<file path="src/rtl/fir_seq_ctrl_if.sv">
// Sample, coefficient-programming, result and status signals of the FIR sequencer.
// The slave modport is the sequencer side; master is the upstream/downstream environment.
interface fir_seq_ctrl_if #(
   parameter int DW = 8,
   parameter int CW = 8,
   parameter int AW = 2,
   parameter int OW = 18
);
   logic                 s_valid;
   logic                 s_ready;
   logic [DW-1:0]        s_data;
   logic                 cfg_we;
   logic [AW-1:0]        cfg_addr;
   logic signed [CW-1:0] cfg_data;
   logic                 m_valid;
   logic                 m_ready;
   logic signed [OW-1:0] m_data;
   logic                 busy;

   modport master (
      output s_valid, s_data, cfg_we, cfg_addr, cfg_data, m_ready,
      input  s_ready, m_valid, m_data, busy
   );

   modport slave (
      input  s_valid, s_data, cfg_we, cfg_addr, cfg_data, m_ready,
      output s_ready, m_valid, m_data, busy
   );
endinterface

</file>
<file path="src/rtl/fir_seq_ctrl.sv">
// Time-multiplexed FIR sequencer: one tap product per cycle into an exact accumulator,
// with a double-buffered coefficient bank that is latched at sample acceptance.
module fir_seq_ctrl #(
   parameter int DW   = 8,
   parameter int CW   = 8,
   parameter int TAPS = 4,
   parameter int AW   = 2,
   parameter int OW   = 18
) (
   input logic           clk,
   input logic           rst_n,
   fir_seq_ctrl_if.slave bus
);
   typedef enum logic [1:0] {IDLE, MAC, OUT} state_e;

   state_e               state_q, state_d;
   logic [DW-1:0]        x_q   [TAPS];
   logic [DW-1:0]        x_d   [TAPS];
   logic signed [CW-1:0] shd_q [TAPS];
   logic signed [CW-1:0] shd_d [TAPS];
   logic signed [CW-1:0] act_q [TAPS];
   logic signed [CW-1:0] act_d [TAPS];
   logic signed [OW-1:0] acc_q, acc_d;
   logic [AW-1:0]        idx_q, idx_d;

   // Unsigned sample times signed coefficient, exact, sign-extended to the accumulator width.
   function automatic logic signed [OW-1:0] tap_product(input logic [DW-1:0]        x,
                                                        input logic signed [CW-1:0] c);
      logic signed [DW+CW:0] xs;
      logic signed [DW+CW:0] cs;
      logic signed [DW+CW:0] p;
      xs = signed'((DW+CW+1)'(x));
      cs = (DW+CW+1)'(c);
      p  = xs * cs;
      return OW'(p);
   endfunction

   always_comb begin
      state_d = state_q;
      x_d     = x_q;
      shd_d   = shd_q;
      act_d   = act_q;
      acc_d   = acc_q;
      idx_d   = idx_q;

      if (bus.cfg_we) shd_d[bus.cfg_addr] = bus.cfg_data;

      unique case (state_q)
         IDLE: begin
            if (bus.s_valid) begin
               x_d[0] = bus.s_data;
               for (int k = 1; k < TAPS; k++) x_d[k] = x_q[k-1];
               // Pre-edge shadow: a write on this same edge belongs to the next sample.
               act_d   = shd_q;
               acc_d   = '0;
               idx_d   = '0;
               state_d = MAC;
            end
         end
         MAC: begin
            acc_d = acc_q + tap_product(x_q[idx_q], act_q[idx_q]);
            idx_d = idx_q + AW'(1);
            if (idx_q == AW'(TAPS-1)) state_d = OUT;
         end
         OUT: begin
            if (bus.m_ready) state_d = IDLE;
         end
         default: state_d = IDLE;
      endcase
   end

   always_ff @(posedge clk or negedge rst_n) begin
      if (!rst_n) begin
         state_q <= IDLE;
         acc_q   <= '0;
         idx_q   <= '0;
         for (int k = 0; k < TAPS; k++) begin
            x_q[k]   <= '0;
            shd_q[k] <= (k == 0) ? CW'(1) : CW'(0);
            act_q[k] <= (k == 0) ? CW'(1) : CW'(0);
         end
      end else begin
         state_q <= state_d;
         x_q     <= x_d;
         shd_q   <= shd_d;
         act_q   <= act_d;
         acc_q   <= acc_d;
         idx_q   <= idx_d;
      end
   end

   assign bus.s_ready = (state_q == IDLE);
   assign bus.m_valid = (state_q == OUT);
   assign bus.busy    = (state_q != IDLE);
   assign bus.m_data  = acc_q;
endmodule

</file>
<file path="src/flat_wrapper.sv">
// flat-port wrapper written by rule: the top's interface ports become plain ports
module fir_seq_ctrl_flat 
#(
   parameter int DW   = 8,
   parameter int CW   = 8,
   parameter int TAPS = 4,
   parameter int AW   = 2,
   parameter int OW   = 18
)
  (clk, rst_n, bus_s_valid, bus_s_data, bus_cfg_we, bus_cfg_addr, bus_cfg_data, bus_m_ready, bus_s_ready, bus_m_valid, bus_m_data, bus_busy);
  fir_seq_ctrl_if #(.DW(DW), .CW(CW), .AW(AW), .OW(OW)) bus_i ();
  input logic clk;
  input logic rst_n;
  input wire logic [$bits(bus_i.s_valid)-1:0] bus_s_valid;
  input wire logic [$bits(bus_i.s_data)-1:0] bus_s_data;
  input wire logic [$bits(bus_i.cfg_we)-1:0] bus_cfg_we;
  input wire logic [$bits(bus_i.cfg_addr)-1:0] bus_cfg_addr;
  input wire logic [$bits(bus_i.cfg_data)-1:0] bus_cfg_data;
  input wire logic [$bits(bus_i.m_ready)-1:0] bus_m_ready;
  output wire logic [$bits(bus_i.s_ready)-1:0] bus_s_ready;
  output wire logic [$bits(bus_i.m_valid)-1:0] bus_m_valid;
  output wire logic [$bits(bus_i.m_data)-1:0] bus_m_data;
  output wire logic [$bits(bus_i.busy)-1:0] bus_busy;
  assign bus_i.s_valid = bus_s_valid;
  assign bus_i.s_data = bus_s_data;
  assign bus_i.cfg_we = bus_cfg_we;
  assign bus_i.cfg_addr = bus_cfg_addr;
  assign bus_i.cfg_data = bus_cfg_data;
  assign bus_i.m_ready = bus_m_ready;
  assign bus_s_ready = bus_i.s_ready;
  assign bus_m_valid = bus_i.m_valid;
  assign bus_m_data = bus_i.m_data;
  assign bus_busy = bus_i.busy;
  fir_seq_ctrl #(.DW(DW), .CW(CW), .TAPS(TAPS), .AW(AW), .OW(OW)) u_core (.clk(clk), .rst_n(rst_n), .bus(bus_i));
endmodule
</file>
<file path="config.mk">
export PLATFORM = sky130hd
export DESIGN_NAME = fir_seq_ctrl_flat
export DESIGN_NICKNAME = d
export VERILOG_FILES = /design/src/rtl/fir_seq_ctrl_if.sv /design/src/rtl/fir_seq_ctrl.sv /design/src/flat_wrapper.sv
export SDC_FILE = /design/constraint.sdc
export NUM_CORES = 1
export LEC_CHECK = 0
export CAP_MARGIN = 10
export CORE_ASPECT_RATIO = 0.6
export CORE_MARGIN = 2
export CORE_UTILIZATION = 35
export CTS_BUF_LIST = sky130_fd_sc_hd__clkbuf_2 sky130_fd_sc_hd__clkbuf_4 sky130_fd_sc_hd__clkbuf_8
export DETAILED_ROUTE_END_ITERATION = 7
export PLACE_DENSITY = 0.63
export SYNTH_ARGS = -nofsm -noshare
export SYNTH_HDL_FRONTEND = slang
export SYNTH_SLANG_ARGS = --single-unit
</file>
<file path="constraint.sdc">
create_clock -name clk -period 9.4 [get_ports clk]
set_clock_uncertainty 0.2 [all_clocks]
set_input_delay 1.41 -clock clk [delete_from_list [all_inputs] [get_ports clk]]
set_output_delay 1.41 -clock clk [all_outputs]
set_load 0.005 [all_outputs]
</file>
==> out/results.ini, run 1 <==
[final_layout]
fin_nets=916
stdcell_area_um2=8697
area_growth_pct=14.59
antenna_cells=0
drive_above_1_share_pct=13.09

[synth]
synth_top_cells_by_count=235 x nand2_1, 116 x dfrtp_1, 72 x inv_1
syn_area_per_cell_um2=10.19
post-synth-top-area-cell=dfrtp_1
synth-main-ff-cell=dfrtp_1
ys_warn_count=0
syn_area_um2=7590
synth_area_leaders=dfrtp_1 38%, fa_1 13%, nand2_1 12%
synth_seq_cells=118
yosysSeqAreaShare_pct=38.94
netlist.area_leader.share_pct=38.25
syn-num-nets=872
synth_cell_types=53
synthArstFlopShare_pct=100.0
yosys.cell_count.top_type=nand2_1
synth_edf_count=0
synthCells=745

[routing]
detail_route.iter0.violations=306
drc=0
vias=5172
vias_per_cell=4.784
drt_pass1_iterations=4
wirelength_um=16470
wl_per_cell_um=15.24
ant_nets=0

[clocking]
clock-sinks=118
ctsHoldBuffers=0
post_cts_buffers=0
cts_resized=0
clk_latency_ns=0.44
cts_buffers=17
clock_path_buffers=2
tritoncts=yes
htree_levels=4
clk_pin_slew_ns=0.08
cts-root-buf=clkbuf_8

[global_routing]
grt_pass1_vias=5097
grt_pass1_wl_um=27950
grt_max_degree=75
track_usage_pct=15.48
grt-ovfl-total=0
antenna_found_initial=1

[die]
fp-row-count=41
start_util_pct=35.91
dieArea_um2=22920
coreArea_um2=21140
pin_count=44
dieWidth_um=194.1
fp.dieH_um=118.1

[critical_path]
rrSetupSlack_ns=3.20
cp.required_ns=9.53
r2r_end=u_core.bus.m_data[17]$_DFFE_PN0P_
worstPathMaxFanout=12
end_kind=flip-flop
r2r_start=u_core.idx_q[0]$_DFFE_PN0P_
r2r_cells=16
crit_type=reg2reg
cp_data_arrival_time_ns=6.33
startpoint_type=flip-flop

[outcome]
outcome=finished clean

[worst_hold_path]
hold_depth=2
whs_endpoint=u_core.act_q[24]$_DFFE_PN1P_
min_from=u_core.shd_q[24]$_DFFE_PN1P_
hold_class=reg2reg

[timing]
setup_tns_ns=0
max_clock_freq_mhz=161.4
tightest_slew_ns=0.9424
slew_headroom_pct=37.17
final_hold_viol_count=0
setup_viol=0
drv_slew=0
rsz0062_at_grt=no
post-route-period-util_pct=65.92
timing.final.crit_period_ns=6.196

[placed_design]
portBuffers=43
hpwl_um=11850
gp_congestion=0.8018
place_area_um2=8297

[job]
max-cap-violations=0

cells in the final DEF (no fill, tap or decap), drive strengths merged, types with 8 or more instances in the layout:
cell	instances
mux4	15
nor2	15
nand2	235
xnor2	11
dfrtp	116
a21oi	8
buf	8
ha	53
o21ai	18
fa	51
mux2	33
and2	30
inv	76
clkdlybuf4s50	42
clkbuf	19
nand3	12
per-layer routing:
| layer | vias to the layer above | share of wire, % | global-route usage, % |
|---|---|---|---|
| met2 | 101 | 39 | 20.51 |
| met4 | 0 | 0.95 | 3.220 |
| li1 | 2486 | - | - |
| met3 | 14 | 4.6 | 3.066 |
| met5 | - | 0 | 0 |
| met1 | 2571 | 55 | 25.40 |
logic make-up (layout without fill, tap and decap cells):
kind of cell | count (synthesis) | in the layout | share of synthesized area, %
compound gates | 52 | 52 | 5.210
fa+ha+maj | 104 | 104 | 22.19
mux | 51 | 51 | 9.743
simple gates | 310 | 310 | 17.19
flops | 118 | 118 | 38.94
buf+inv | 97 | 154 | 5.226
xor+xnor | 13 | 13 | 1.500
critical path, stage by stage, from the launching register on:
cell	delay [ns]
dfrtp_1	0.57
buf_4	0.35
mux4_2	0.62
or2_2	0.32
fa_1	0.53
fa_1	0.55
inv_1	0.06
fa_1	0.50
fa_1	0.57
fa_1	0.42
ha_1	0.35
o211ai_2	0.11
o211a_1	0.34
nor3_1	0.29
a211oi_2	0.08
xnor2_1	0.14
o21ai_1	0.07
final cells by class:
cell class | count | area (um2)
fill | 2084 | 12440
multi-input combinational | 530 | 4242
sequential | 118 | 2955
timing repair buffer | 50 | 480.5
tap | 279 | 349.1
inverter | 72 | 270.3
clock buffer | 19 | 255.2
clock inverter | 13 | 145.1
state kept, by name (all words and copies together), names as in the netlist:
register and cells:
u_core.act_q 32, u_core.shd_q 32, u_core.x_q 32, u_core.bus.m_data 18, u_core.idx_q 2, u_core.state_q 2
worst max path at each step:
| stage | from | endpoint | cells past startpoint |
|---|---|---|---|
| after floorplan | u_core.idx_q[0]$_DFFE_PN0P_ | u_core.bus.m_data[15]$_DFFE_PN0P_ | 16 |
| after global placement | u_core.idx_q[0]$_DFFE_PN0P_ | u_core.bus.m_data[17]$_DFFE_PN0P_ | 16 |
| after detailed placement | u_core.idx_q[0]$_DFFE_PN0P_ | u_core.bus.m_data[17]$_DFFE_PN0P_ | 16 |
| after CTS | u_core.idx_q[0]$_DFFE_PN0P_ | u_core.bus.m_data[17]$_DFFE_PN0P_ | 16 |
| after global routing | u_core.idx_q[0]$_DFFE_PN0P_ | u_core.bus.m_data[17]$_DFFE_PN0P_ | 16 |
| final | u_core.idx_q[0]$_DFFE_PN0P_ | u_core.bus.m_data[17]$_DFFE_PN0P_ | 16 |
stage by stage:
stage,utilization [%],hold WS (ns),setup slack (ns),std cells
2_1_floorplan,-,0.2329,3.941,745
3_3_place_gp,39.26,0.2424,3.262,1049
3_5_place_dp,39.26,0.2475,3.175,1049
4_1_cts,41.15,0.2603,3.177,1081
5_1_grt,41.15,0.2807,2.805,1081
6_report,41.15,0.2605,3.204,1081
Power of run 1 is left out: the tool's default activity adds up to more than one toggle a clock period on the data nets, which glitch-free logic cannot reach.
==> run 2: changes to the inputs <==
==> constraint.sdc (replaced) <==
create_clock -name clk -period 5.9 [get_ports clk]
set_clock_uncertainty 0.2 [all_clocks]
set_input_delay 0.885 -clock clk [delete_from_list [all_inputs] [get_ports clk]]
set_output_delay 0.885 -clock clk [all_outputs]
set_load 0.005 [all_outputs]
==> out/results.ini, run 2 (synthesized netlist as in run 1, its figures left out) <==
[outcome]
outcome=finished clean

[clocking]
tritoncts=yes
cts-root-buf=clkbuf_8
cts_buffers=17
clk_latency_ns=0.43
clock_path_buffers=2
htree_levels=4
clock-sinks=118
clk_pin_slew_ns=0.08

[placed_design]
dp_cells=1053
portBuffers=43
gp_congestion=0.8406
hpwl_um=12310

[timing]
max_clock_freq_mhz=178.3
slew_headroom_pct=34.37
timing.final.crit_period_ns=5.610
final_hold_viol_count=0
drv_slew=0
post-route-period-util_pct=95.09
setup_tns_ns=0
tightest_slew_ns=0.9809
setup_viol=0
rsz0062_at_grt=no

[global_routing]
grt_pass1_vias=5306
track_usage_pct=16.06
antenna_found_initial=1
grt_max_degree=71
grt_pass1_wl_um=29060
grt-ovfl-total=0

[final_layout]
postLayoutCoreUtil_pct=41.66
layout_commonest_cell=nand2_1
fin_nets=923
antenna_cells=0
nFillCells=2077
largest_registers=u_core.act_q: 32 flops, u_core.shd_q: 32 flops, u_core.x_q: 32 flops
area_growth_pct=16.01
stdcell_count=1088
drive_above_1_share_pct=13.97
layout_common_cells=234 x nand2_1, 115 x dfrtp_1, 72 x inv_1

[die]
start_util_pct=35.91
dieArea_um2=22920
fp.dieH_um=118.1
pin_count=44
dieWidth_um=194.1
coreArea_um2=21140
fp-row-count=41

[critical_path]
cp_data_arrival_time_ns=5.73
r2r_cells=15
rrSetupSlack_ns=0.29
r2r_start=u_core.idx_q[0]$_DFFE_PN0P_
end_kind=flip-flop
worstPathMaxFanout=8
cp.required_ns=6.02
r2r_end=u_core.bus.m_data[15]$_DFFE_PN0P_
startpoint_type=flip-flop
crit_type=reg2reg
startpoint=u_core.idx_q[0]$_DFFE_PN0P_

[routing]
detail_route.iter0.violations=338
drc=0
wirelength_um=16890
wl_per_cell_um=15.52
vias=5239
vias_per_cell=4.815
ant_nets=0
drt_pass1_iterations=4

[worst_hold_path]
hold_depth=2
hold_class=reg2reg
whs_endpoint=u_core.act_q[24]$_DFFE_PN1P_
min_from=u_core.act_q[24]$_DFFE_PN1P_

[job]
max-cap-violations=0

-- run 2: changes by cell type in the layout (fill, tap and decap cells not counted), sizes merged --
cell    previous run  this run
buf                8        15
bufinv             2         4
clkinv             4         2
-- run 2: worst max-delay path by stage --
stage	endpoint	slack [ns]	cells past startpoint
after global placement	u_core.bus.m_data[15]$_DFFE_PN0P_	0.35	15
after global routing	u_core.bus.m_data[15]$_DFFE_PN0P_	0.03	15
after detailed placement	u_core.bus.m_data[15]$_DFFE_PN0P_	0.26	16
after CTS	u_core.bus.m_data[15]$_DFFE_PN0P_	0.25	16
final	u_core.bus.m_data[15]$_DFFE_PN0P_	0.29	15
after floorplan	u_core.bus.m_data[15]$_DFFE_PN0P_	0.44	16
-- run 2: area by class of cell --
class / instances / area (um2) / area share (%)
multi-input combinational: 530 / 4242 / 48.17
sequential: 118 / 2957 / 33.58
timing repair buffer: 57 / 536.8 / 6.096
tap: 279 / 349.1 / 3.965
inverter: 72 / 270.3 / 3.069
clock buffer: 19 / 255.2 / 2.899
clock inverter: 13 / 195.2 / 2.217
-- run 2: metrics by stage --
stage          hold WS, ns  cell area, um2  setup WS, ns
2_1_floorplan       0.2329            7590        0.4406
3_3_place_gp        0.2435            8327        0.3513
3_5_place_dp        0.2434            8327        0.2563
4_1_cts             0.2645            8777        0.2483
5_1_grt             0.2922            8805       0.03237
6_report            0.2613            8805        0.2900
-- run 2: what timing repair did --
action,CTS,global route
resized for setup,0,2
endpoints found under the hold margin,0,0
buffers inserted,0,3
endpoints found under the setup margin,0,4
hold buffers,0,0
-- run 2: layer usage --
layer	track usage (%)	routed length (um)	vias up
met5	0	0	-
met4	3.172	75	0
met3	4.355	1126	10
met2	21.31	6791	130
met1	25.61	8895	2589
li1	-	-	2510
-- run 2: worst max-delay path: stages (launching register included) --
cell and delay, ns:
dfrtp_2 0.41, mux4_2 0.59, or2_2 0.32, fa_1 0.51
fa_1 0.55, inv_1 0.05, fa_1 0.50, fa_1 0.57
fa_1 0.42, ha_1 0.35, o211ai_2 0.11, o211a_1 0.35
o31ai_4 0.24, nand3_1 0.13, nand4_1 0.11, o211ai_1 0.08
Power of run 2 is left out for the same reason.
